<file path="config.mk">
export PLATFORM = sky130hd
export DESIGN_NAME = uart_tx_ctrl
export DESIGN_NICKNAME = d
export VERILOG_FILES = /design/src/rtl/uart_pkg.sv /design/src/rtl/uart_parity_calc.sv /design/src/rtl/uart_tx_ctrl.sv
export SDC_FILE = /design/constraint.sdc
export NUM_CORES = 1
export LEC_CHECK = 0
export CORE_MARGIN = 8
export CORE_UTILIZATION = 40
export DETAILED_ROUTE_END_ITERATION = 10
export DONT_BUFFER_PORTS = 1
export HOLD_SLACK_MARGIN = 0.02
export MAX_ROUTING_LAYER = met4
export SLEW_MARGIN = 30
export SYNTH_ARGS = -nofsm -noshare
export SYNTH_HDL_FRONTEND = slang
export SYNTH_SLANG_ARGS = --single-unit
</file>
<file path="constraint.sdc">
create_clock -name CLK -period 2.1 [get_ports CLK]
set_input_delay 0.42 -clock CLK [delete_from_list [all_inputs] [get_ports CLK]]
set_output_delay 0.42 -clock CLK [all_outputs]
set_load 0.02 [all_outputs]
</file>
<file path="src/rtl/uart_pkg.sv">
// uart_pkg: shared UART constants (state encoding, parity types, default width) for the TX and RX paths.
// Optional feature macro: UART_TX_BREAK_EN adds the BREAK state encoding.
package uart_pkg;
    localparam int DEF_DATA_WIDTH = 8;
    localparam logic PAR_EVEN = 1'b0;
    localparam logic PAR_ODD = 1'b1;
    localparam logic [2:0] ST_IDLE = 3'd0;
    localparam logic [2:0] ST_START = 3'd1;
    localparam logic [2:0] ST_DATA = 3'd2;
    localparam logic [2:0] ST_PARITY = 3'd3;
    localparam logic [2:0] ST_STOP1 = 3'd4;
    localparam logic [2:0] ST_STOP_2 = 3'd5;
`ifdef UART_TX_BREAK_EN
    localparam logic [2:0] ST_BREAK = 3'd6;
`endif
    typedef enum logic [2:0] {
        IDLE = ST_IDLE,
        START = ST_START,
        DATA = ST_DATA,
        PARITY = ST_PARITY,
        STOP1 = ST_STOP1,
        STOP_2 = ST_STOP_2
`ifdef UART_TX_BREAK_EN
        , BREAK = ST_BREAK
`endif
    } uart_state_e;
endpackage

</file>
<file path="src/rtl/uart_parity_calc.sv">
// uart_parity_calc: parity bit of a data word, even or odd selected by PAR_TYP.
// Ports: data (word), PAR_TYP (0 even / 1 odd), par_bit (resulting parity bit).
module uart_parity_calc
    import uart_pkg::*;
#(
    parameter int DATA_WIDTH = DEF_DATA_WIDTH
) (
    input  logic [DATA_WIDTH-1:0] data,
    input  logic                  PAR_TYP,
    output logic                  par_bit
);
    assign par_bit = (PAR_TYP == PAR_EVEN) ? ^data : ~^data;
endmodule

</file>
<file path="src/rtl/uart_tx_ctrl.sv">
// uart_tx_ctrl: UART transmitter with one-entry holding buffer, runtime parity and 1/2 stop bits.
// Ports: CLK, RST (async active-low), TICK (baud strobe), P_DATA/DATA_VALID/DATA_READY (word handshake),
// PAR_EN/PAR_TYP/STOP2 (frame config, latched with the word), TX_OUT (registered serial line), Busy.
// Optional feature macro: UART_TX_BREAK_EN adds SEND_BREAK and a BREAK state.
module uart_tx_ctrl
    import uart_pkg::*;
#(
    parameter int DATA_WIDTH = DEF_DATA_WIDTH
) (
    input  logic                  CLK,
    input  logic                  RST,
    input  logic                  TICK,
    input  logic [DATA_WIDTH-1:0] P_DATA,
    input  logic                  DATA_VALID,
    output logic                  DATA_READY,
    input  logic                  PAR_EN,
    input  logic                  PAR_TYP,
    input  logic                  STOP2,
`ifdef UART_TX_BREAK_EN
    input  logic                  SEND_BREAK,
`endif
    output logic                  TX_OUT,
    output logic                  Busy
);
    localparam int CW = $clog2(DATA_WIDTH);
    localparam logic [CW-1:0] LAST = CW'(DATA_WIDTH - 1);
    uart_state_e state, nstate;
    logic hold_full, hold_pen, hold_par, hold_stop2;
    logic cur_pen, cur_par, cur_stop2;
    logic accept, xfer, par_calc, tx_next, tx_low;
    logic [DATA_WIDTH-1:0] hold_data, sh, sh_next;
    logic [CW-1:0] cnt;
`ifdef UART_TX_BREAK_EN
    localparam int BW = $clog2(DATA_WIDTH + 2);
    localparam logic [BW-1:0] BRK_LAST = BW'(DATA_WIDTH + 1);
    logic [BW-1:0] brk_cnt;
    logic brk_entry;
    assign brk_entry = nstate == BREAK && state != BREAK;
`endif
    assign DATA_READY = !hold_full;
    assign Busy = state != IDLE;
    assign accept = DATA_VALID && !hold_full;
    // START is only ever entered by moving the held word into the shift register
    assign xfer = nstate == START && state != START;
    assign sh_next = xfer ? hold_data : (TICK && state == DATA) ? sh >> 1 : sh;
    assign tx_low = nstate == START
`ifdef UART_TX_BREAK_EN
                    || nstate == BREAK
`endif
                    ;
    // line value is registered from the next state so each bit starts on the edge after its TICK
    assign tx_next = tx_low ? 1'b0 : nstate == DATA ? sh_next[0] : nstate == PARITY ? cur_par : 1'b1;
    uart_parity_calc #(.DATA_WIDTH(DATA_WIDTH)) u_par (
        .data(P_DATA),
        .PAR_TYP(PAR_TYP),
        .par_bit(par_calc)
    );
    always_comb begin
        nstate = state;
        if (TICK)
            case (state)
`ifdef UART_TX_BREAK_EN
                IDLE:    nstate = SEND_BREAK ? BREAK : hold_full ? START : IDLE;
                BREAK:   nstate = brk_cnt == BRK_LAST ? STOP1 : BREAK;
`else
                IDLE:    nstate = hold_full ? START : IDLE;
`endif
                START:   nstate = DATA;
                DATA:    nstate = cnt == LAST ? (cur_pen ? PARITY : STOP1) : DATA;
                PARITY:  nstate = STOP1;
                STOP1:   nstate = cur_stop2 ? STOP_2 : hold_full ? START : IDLE;
                STOP_2:  nstate = hold_full ? START : IDLE;
                default: nstate = IDLE;
            endcase
    end
    always_ff @(posedge CLK or negedge RST) begin
        if (!RST) begin
            state <= IDLE;
            TX_OUT <= 1'b1;
            hold_full <= 1'b0;
            hold_data <= '0;
            hold_pen <= 1'b0;
            hold_par <= 1'b0;
            hold_stop2 <= 1'b0;
            cur_pen <= 1'b0;
            cur_par <= 1'b0;
            cur_stop2 <= 1'b0;
            sh <= '0;
            cnt <= '0;
`ifdef UART_TX_BREAK_EN
            brk_cnt <= '0;
`endif
        end else begin
            state <= nstate;
            TX_OUT <= tx_next;
            sh <= sh_next;
            hold_full <= accept || (hold_full && !xfer);
            if (accept) begin
                hold_data <= P_DATA;
                hold_pen <= PAR_EN;
                hold_par <= par_calc;
                hold_stop2 <= STOP2;
            end
            if (xfer) begin
                cur_pen <= hold_pen;
                cur_par <= hold_par;
                cur_stop2 <= hold_stop2;
            end
            cnt <= (nstate == DATA && state != DATA) ? '0 : (TICK && state == DATA) ? cnt + 1'b1 : cnt;
`ifdef UART_TX_BREAK_EN
            brk_cnt <= brk_entry ? '0 : (TICK && state == BREAK) ? brk_cnt + 1'b1 : brk_cnt;
            // a break always closes with a single stop bit
            if (brk_entry)
                cur_stop2 <= 1'b0;
`endif
        end
    end
endmodule

</file>
# ---- After elaboration in Yosys (flattened, before gate mapping)
# Cells that the tools add are included.
# Widths: inputs -> output; s select.
dict set report word_totals {
  ff_bits 30
  latch_bits 0
  ramBits 0
  romBits 0
  inputBits 15
  out_inout_bits 3
  wordCells 54
  mem_count 0
}
dict set report op_classes {
  n_addsub 1
  multipliers 0
  div_mod_pow 0
  n_lt_le_gt_ge 0
  eq_ne 11
  shifts 0
  muxes 14
  bitwise_logic 0
  reduce_logical 15
}
# operator n
set op_table {}
lappend op_table {{$mux 3} 6}
lappend op_table {{$mux 8} 2}
lappend op_table {{$pmux 3 s5} 1}
lappend op_table {{$eq 3x2->1 const B} 4}
lappend op_table {{$eq 3x3->1 const B} 3}
lappend op_table {{$reduce_xnor 8->1} 1}
lappend op_table {{$reduce_xor 8->1} 1}
lappend op_table {{$eq 3x1->1 const B} 2}
lappend op_table {{$logic_and 1x1->1} 5}
lappend op_table {{$mux 1} 5}
lappend op_table {{$reduce_bool 2->1} 2}
lappend op_table {{$add 3x1->3 const B} 1}
lappend op_table {{$logic_not 3->1} 1}
lappend op_table {{$ne 3x1->1 const B} 1}
lappend op_table {{$ne 3x2->1 const B} 1}
lappend op_table {{$reduce_bool 3->1} 1}
lappend op_table {{$logic_not 1->1} 2}
lappend op_table {{$reduce_or 2->1} 1}
lappend op_table {{$logic_or 1x1->1} 1}

# ---- Longest topological paths before layout
dict set report logic_depth {
  word_depth 9
  depth_mapped 7
  ltp_nobuf 6
}

# ---- By module
# From an unflattened synthesis, not the netlist that was laid out.
dict set report unflattened {
  cells_unflattened 119
  area_unflattened_um2 1458.9
}
# module instances cells_per_inst area_per_inst_um2 seq_area_each_um2
set modules_own_cells {}
lappend modules_own_cells {uart_tx_ctrl 1 112 1376.3 752.0}
lappend modules_own_cells {uart_parity_calc 1 7 82.6 0.0}

# ---- Worst setup path before layout
# Ideal clock, no wire load.
dict set report synth_path {
  kind {reg-to-reg}
  start {reg cnt[0]}
  end {reg cur_pen}
  setup_time_ns 0.127
  arrival_time_ns 1.740
  t_required_ns 1.973
  slack_ns 0.232
  stages_incl_launch_ff 8
  path_buffers 2
  path_cell_list {dfrtp_1 ha_1 ha_1 a32o_1 buf_6 o21a_4 buf_6 mux2_1}
}
dict set report synth_via {
  elab_chain_len 6
}
# item line_no
set synth_lines {}
lappend synth_lines {{from (decl)} uart_tx_ctrl.sv:32} ;# logic [CW-1:0] cnt;
lappend synth_lines {{from (signal assigned)} uart_tx_ctrl.sv:109} ;# cnt <= (nstate == DATA && state != DATA) ? '0 : (TICK && state == DATA) ? cnt + 1'b1 : cnt;
lappend synth_lines {{$eq 3x3->1} uart_tx_ctrl.sv:69} ;# DATA: nstate = cnt == LAST ? (cur_pen ? PARITY : STOP1) : DATA;
lappend synth_lines {{$mux 3} uart_tx_ctrl.sv:69}
lappend synth_lines {{$pmux 3 s5} uart_tx_ctrl.sv:61} ;# case (state)
lappend synth_lines {{$mux 3} uart_tx_ctrl.sv:60} ;# if (TICK)
lappend synth_lines {{$eq 3x1->1} uart_tx_ctrl.sv:44} ;# assign xfer = nstate == START && state != START;
lappend synth_lines {{$logic_and 1x1->1} uart_tx_ctrl.sv:44}
lappend synth_lines {{to (signal assigned)} uart_tx_ctrl.sv:105} ;# cur_pen <= hold_pen;
lappend synth_lines {{to (decl)} uart_tx_ctrl.sv:29} ;# logic cur_pen, cur_par, cur_stop2;
# Every way passes these cells.
# A chain may end at the register's enable or synchronous reset.

# ---- Worst setup path in the final report
dict set report layout_path {
  start {reg state[0]}
  end {reg sh[0]}
}
dict set report layout_via {
  elab_chain_len 7
  word_cells_on_any_way 15
}
# item line_no
set layout_lines {}
lappend layout_lines {{from (decl)} uart_tx_ctrl.sv:27} ;# uart_state_e state, nstate;
lappend layout_lines {{from (signal assigned)} uart_tx_ctrl.sv:94} ;# state <= nstate;
lappend layout_lines {{$eq 3x3->1 or $logic_not 3->1 (tied branches)} uart_tx_ctrl.sv:61}
lappend layout_lines {{$reduce_or 2->1 (no source line)} --}
lappend layout_lines {{$pmux 3 s5} uart_tx_ctrl.sv:61}
lappend layout_lines {{$mux 3} uart_tx_ctrl.sv:60}
lappend layout_lines {{$eq 3x1->1} uart_tx_ctrl.sv:44}
lappend layout_lines {{$logic_and 1x1->1} uart_tx_ctrl.sv:44}
lappend layout_lines {{$mux 8 (*)} uart_tx_ctrl.sv:45} ;# assign sh_next = xfer ? hold_data : (TICK && state == DATA) ? sh >> 1 : sh;
lappend layout_lines {{named net sh_next[0]} uart_tx_ctrl.sv:31} ;# logic [DATA_WIDTH-1:0] hold_data, sh, sh_next;
lappend layout_lines {{to (signal assigned)} uart_tx_ctrl.sv:96} ;# sh <= sh_next;
lappend layout_lines {{to (decl)} uart_tx_ctrl.sv:31}
# The timed path passes the listed nets; every way through them passes the cells marked *. The select of a mux whose other input is x is not followed.

==> results.md <==
- Max Slew Vio Count: 0
- Routed Antenna Nets: 0
- Final nets: 157
- CTS sink cnt: 30
- Yosys top cell by area: dfrtp_1
- Top FF cell, synth: dfrtp_1
- Non-filler cells, final: 189
- WHS Path Cells: 1
- Hold WS: 276.3 ps
- Kind of critical path: reg2reg
- Ports: 18
- Placer Congestion: 0.8903
- WL/cell: 15.89 um
- Worst Hold End: hold_data[5]$_DFFE_PN0P_
- Pin count of the biggest net entering global routing: 31
- Worst setup EP type: register
- Metal2 WL: 1499 um
- P&R area growth vs syn: 10.87%
- Setup violations, final: 0
- Final Instance Area: 1710 um^2
- Antenna diodes: 0
- Final Hold Viols: 0
- Critical path's slowest cell: dfrtp_1
- Slew HR: 70.22%
- WP data required: 2260 ps
- HP Class: in2reg
- Syn Area/Cell: 11.60 um^2
- RSZ-0062 raised after global routing: false
- Most common cell in the synthesized netlist: dfrtp_1
- Reg-to-reg startpoint: state[0]$_DFF_PN0_
- FFs w/ async S/R, synth: 100.0%
- Pin slew with the least headroom to its limit: 440.4 ps
- Max VDD drop: 724.5 uV
- CP max FO: 14
- Worst reg-to-reg path cell count: 4
- Avg Vias per Cell: 5.376
- Leakage power: 0.7261 nW
- Netlist cell types: 36
- Power density over cell area: 1405 nW/um^2
- Worst path cell trace: or3b_1 -> a31o_1 -> o21a_4 -> mux2_1
- Highest Signal Layer: met4
- Initial antenna violation count: 0
- Wire length on met1: 1313 um
- Vias in the first global route: 1047
- Reg clk slew, reported paths: 60 ps
- Layout Skew: 5.521 ps
- Synth warn: 0
- Placed Instances: 179
- Period utilization: 93.94%
- Core area: 3689 um^2
- Mapped Area: 1543 um^2
- CP peak stage delay: 520 ps
- Share of Yosys cell area claimed by the top area cell type: 47.04%
- Worst-Skew Late Latency: 280 ps
- Cell row count: 22
- Die Ht: 78.11 um
- Residual DRC: 0
- Die W: 78.11 um
- Largest cells by area after synthesis: dfrtp_1 47%, mux2_2 7.3%, o211ai_1 6.8%
- DRT iter0 DRCs: 25
- First-pass GRT wire length: 5140 um
- CTS tree: built
- Drt pass-1 iters: 4
- Synthesized Nets: 150
- Hold_sp: P_DATA[5]
- CTS HTree Levels: 2
- Number of buffers created by CTS: 5
- CTS-repair resized insts: 0
- Outcome: finished, final reports clean
- Share of cells above drive strength 1: 17.73%
- Total gr overflow: 0
- Vias post-DR: 1016
- Sequential fraction of the synthesis area: 48.74%
- Total track usage: 11.06%
- Max Freq: 506.9 MHz
- Setup Fix Bufs, Post-CTS: 0
- Worst flop-to-flop path endpoint: sh[0]$_DFF_PN0_
- Root Buffer: clkbuf_8
- Die area: 6100 um^2
- Final WL: 3003 um
- I/O Buffers: 0
- Synth top cells by count: 29 x dfrtp_1, 18 x nand2_1, 14 x o211ai_1
- R2R Setup Slk: 130 ps
- Final HPWL DP: 2220 um
- Cells after synthesis: 133
- MaxCap Viol Count: 0
- Pwr Total: 0.002403 W
- Post-synth EDFFs: 0
- Metal3 WL: 121 um
- Critical Path AT: 2130 ps
- Post-Route Setup TNS: 0 ps
- FF+latch count, synth: 30
- Post-DP Area: 1590 um^2
- Fin crit period: 1973 ps
- Initial Utilization: 41.82%
- Clock buffer depth: 2
- CP Launch Type: register
cell usage in the layout, fill, tap and decap left out, types with 2 or more instances in the layout:
master,n
nor2b_1,4
mux2_2,10
dfrtp_1,29
nand2_1,18
clkbuf_1,2
or2_1,2
a21oi_1,2
o21ai_1,4
o211ai_1,14
nor4bb_1,2
mux2_1,7
nor2_1,3
clkbuf_8,6
inv_1,4
ha_1,2
xnor2_1,5
nand3b_1,2
nand2b_1,2
buf_4,5
worst max-delay path, delay by kind of cell (launching register included):
kind	cells	cell delay, ps
flops	1	520
simple gates	1	460
mux	1	320
compound gates	2	550
metal layers:
| metal | GRT usage (%) | vias to the layer above |
|---|---|---|
| met1 | 12.18 | 502 |
| met4 | 6.667 | 0 |
| met3 | 2.961 | 7 |
| li1 | - | 490 |
| met5 | - | - |
| met2 | 17.56 | 17 |
metrics by stage:
step,worst slack [ps],util (%)
floorplan,232.4,-
global placement,237.5,43.11
detailed placement,149.5,43.11
CTS,139.2,46.37
global route,38.36,46.37
finish,127.3,46.37
where the power goes:
| part | switching (W) | internal, W | leakage, nW |
|---|---|---|---|
| Clock | 0.000199 | 0.000267 | 0.0455 |
| Combinational | 0.000409 | 0.000445 | 0.316 |
| Sequential | 0.000227 | 0.000857 | 0.365 |
repair_timing:
action / in CTS / in global routing
hold endpoints to repair: 30 / 0
hold buffers: 2 / 0
endpoints found under the setup margin: 0 / 0
cell families (layout without fill, tap and decap cells):
group	after synthesis	in the layout	share of synthesized area, %
simple gates	37	37	12.65
flops	30	30	48.74
compound gates	29	29	15.49
mux	17	17	12.41
buf+inv	11	19	4.217
xor+xnor	7	7	4.866
fa+ha+maj	2	2	1.622
worst max path at each step:
stage,cells after the start,startpoint,end,slack [ps]
final,4,state[0]$_DFF_PN0_,sh[0]$_DFF_PN0_,130
after floorplan,7,cnt[0]$_DFFE_PN0P_,cur_pen$_DFFE_PN0P_,230
after detailed placement,4,state[0]$_DFF_PN0_,sh[0]$_DFF_PN0_,150
after global placement,4,state[0]$_DFF_PN0_,cur_par$_DFFE_PN0P_,240
after CTS,4,state[0]$_DFF_PN0_,sh[0]$_DFF_PN0_,140
after global routing,4,state[0]$_DFF_PN0_,sh[0]$_DFF_PN0_,40
sequential cells by signal (all words and copies together) (netlist names):
name	cells
sh	8
cur_par	1
TX_OUT	1
hold_pen	1
cur_pen	1
cnt	3
cur_stop2	1
hold_data	8
state	3
hold_stop2	1
hold_par	1
hold_full	1
area by class of cell:
cell class,count,area [um^2]
sequential,30,752.0
clock buffer,8,90.09
timing repair buffer,7,67.56
inverter,4,15.01
tap,48,60.06
multi-input combinational,92,725.7
fill,351,1978
Note: power is estimated with default switching activity, not from simulation.
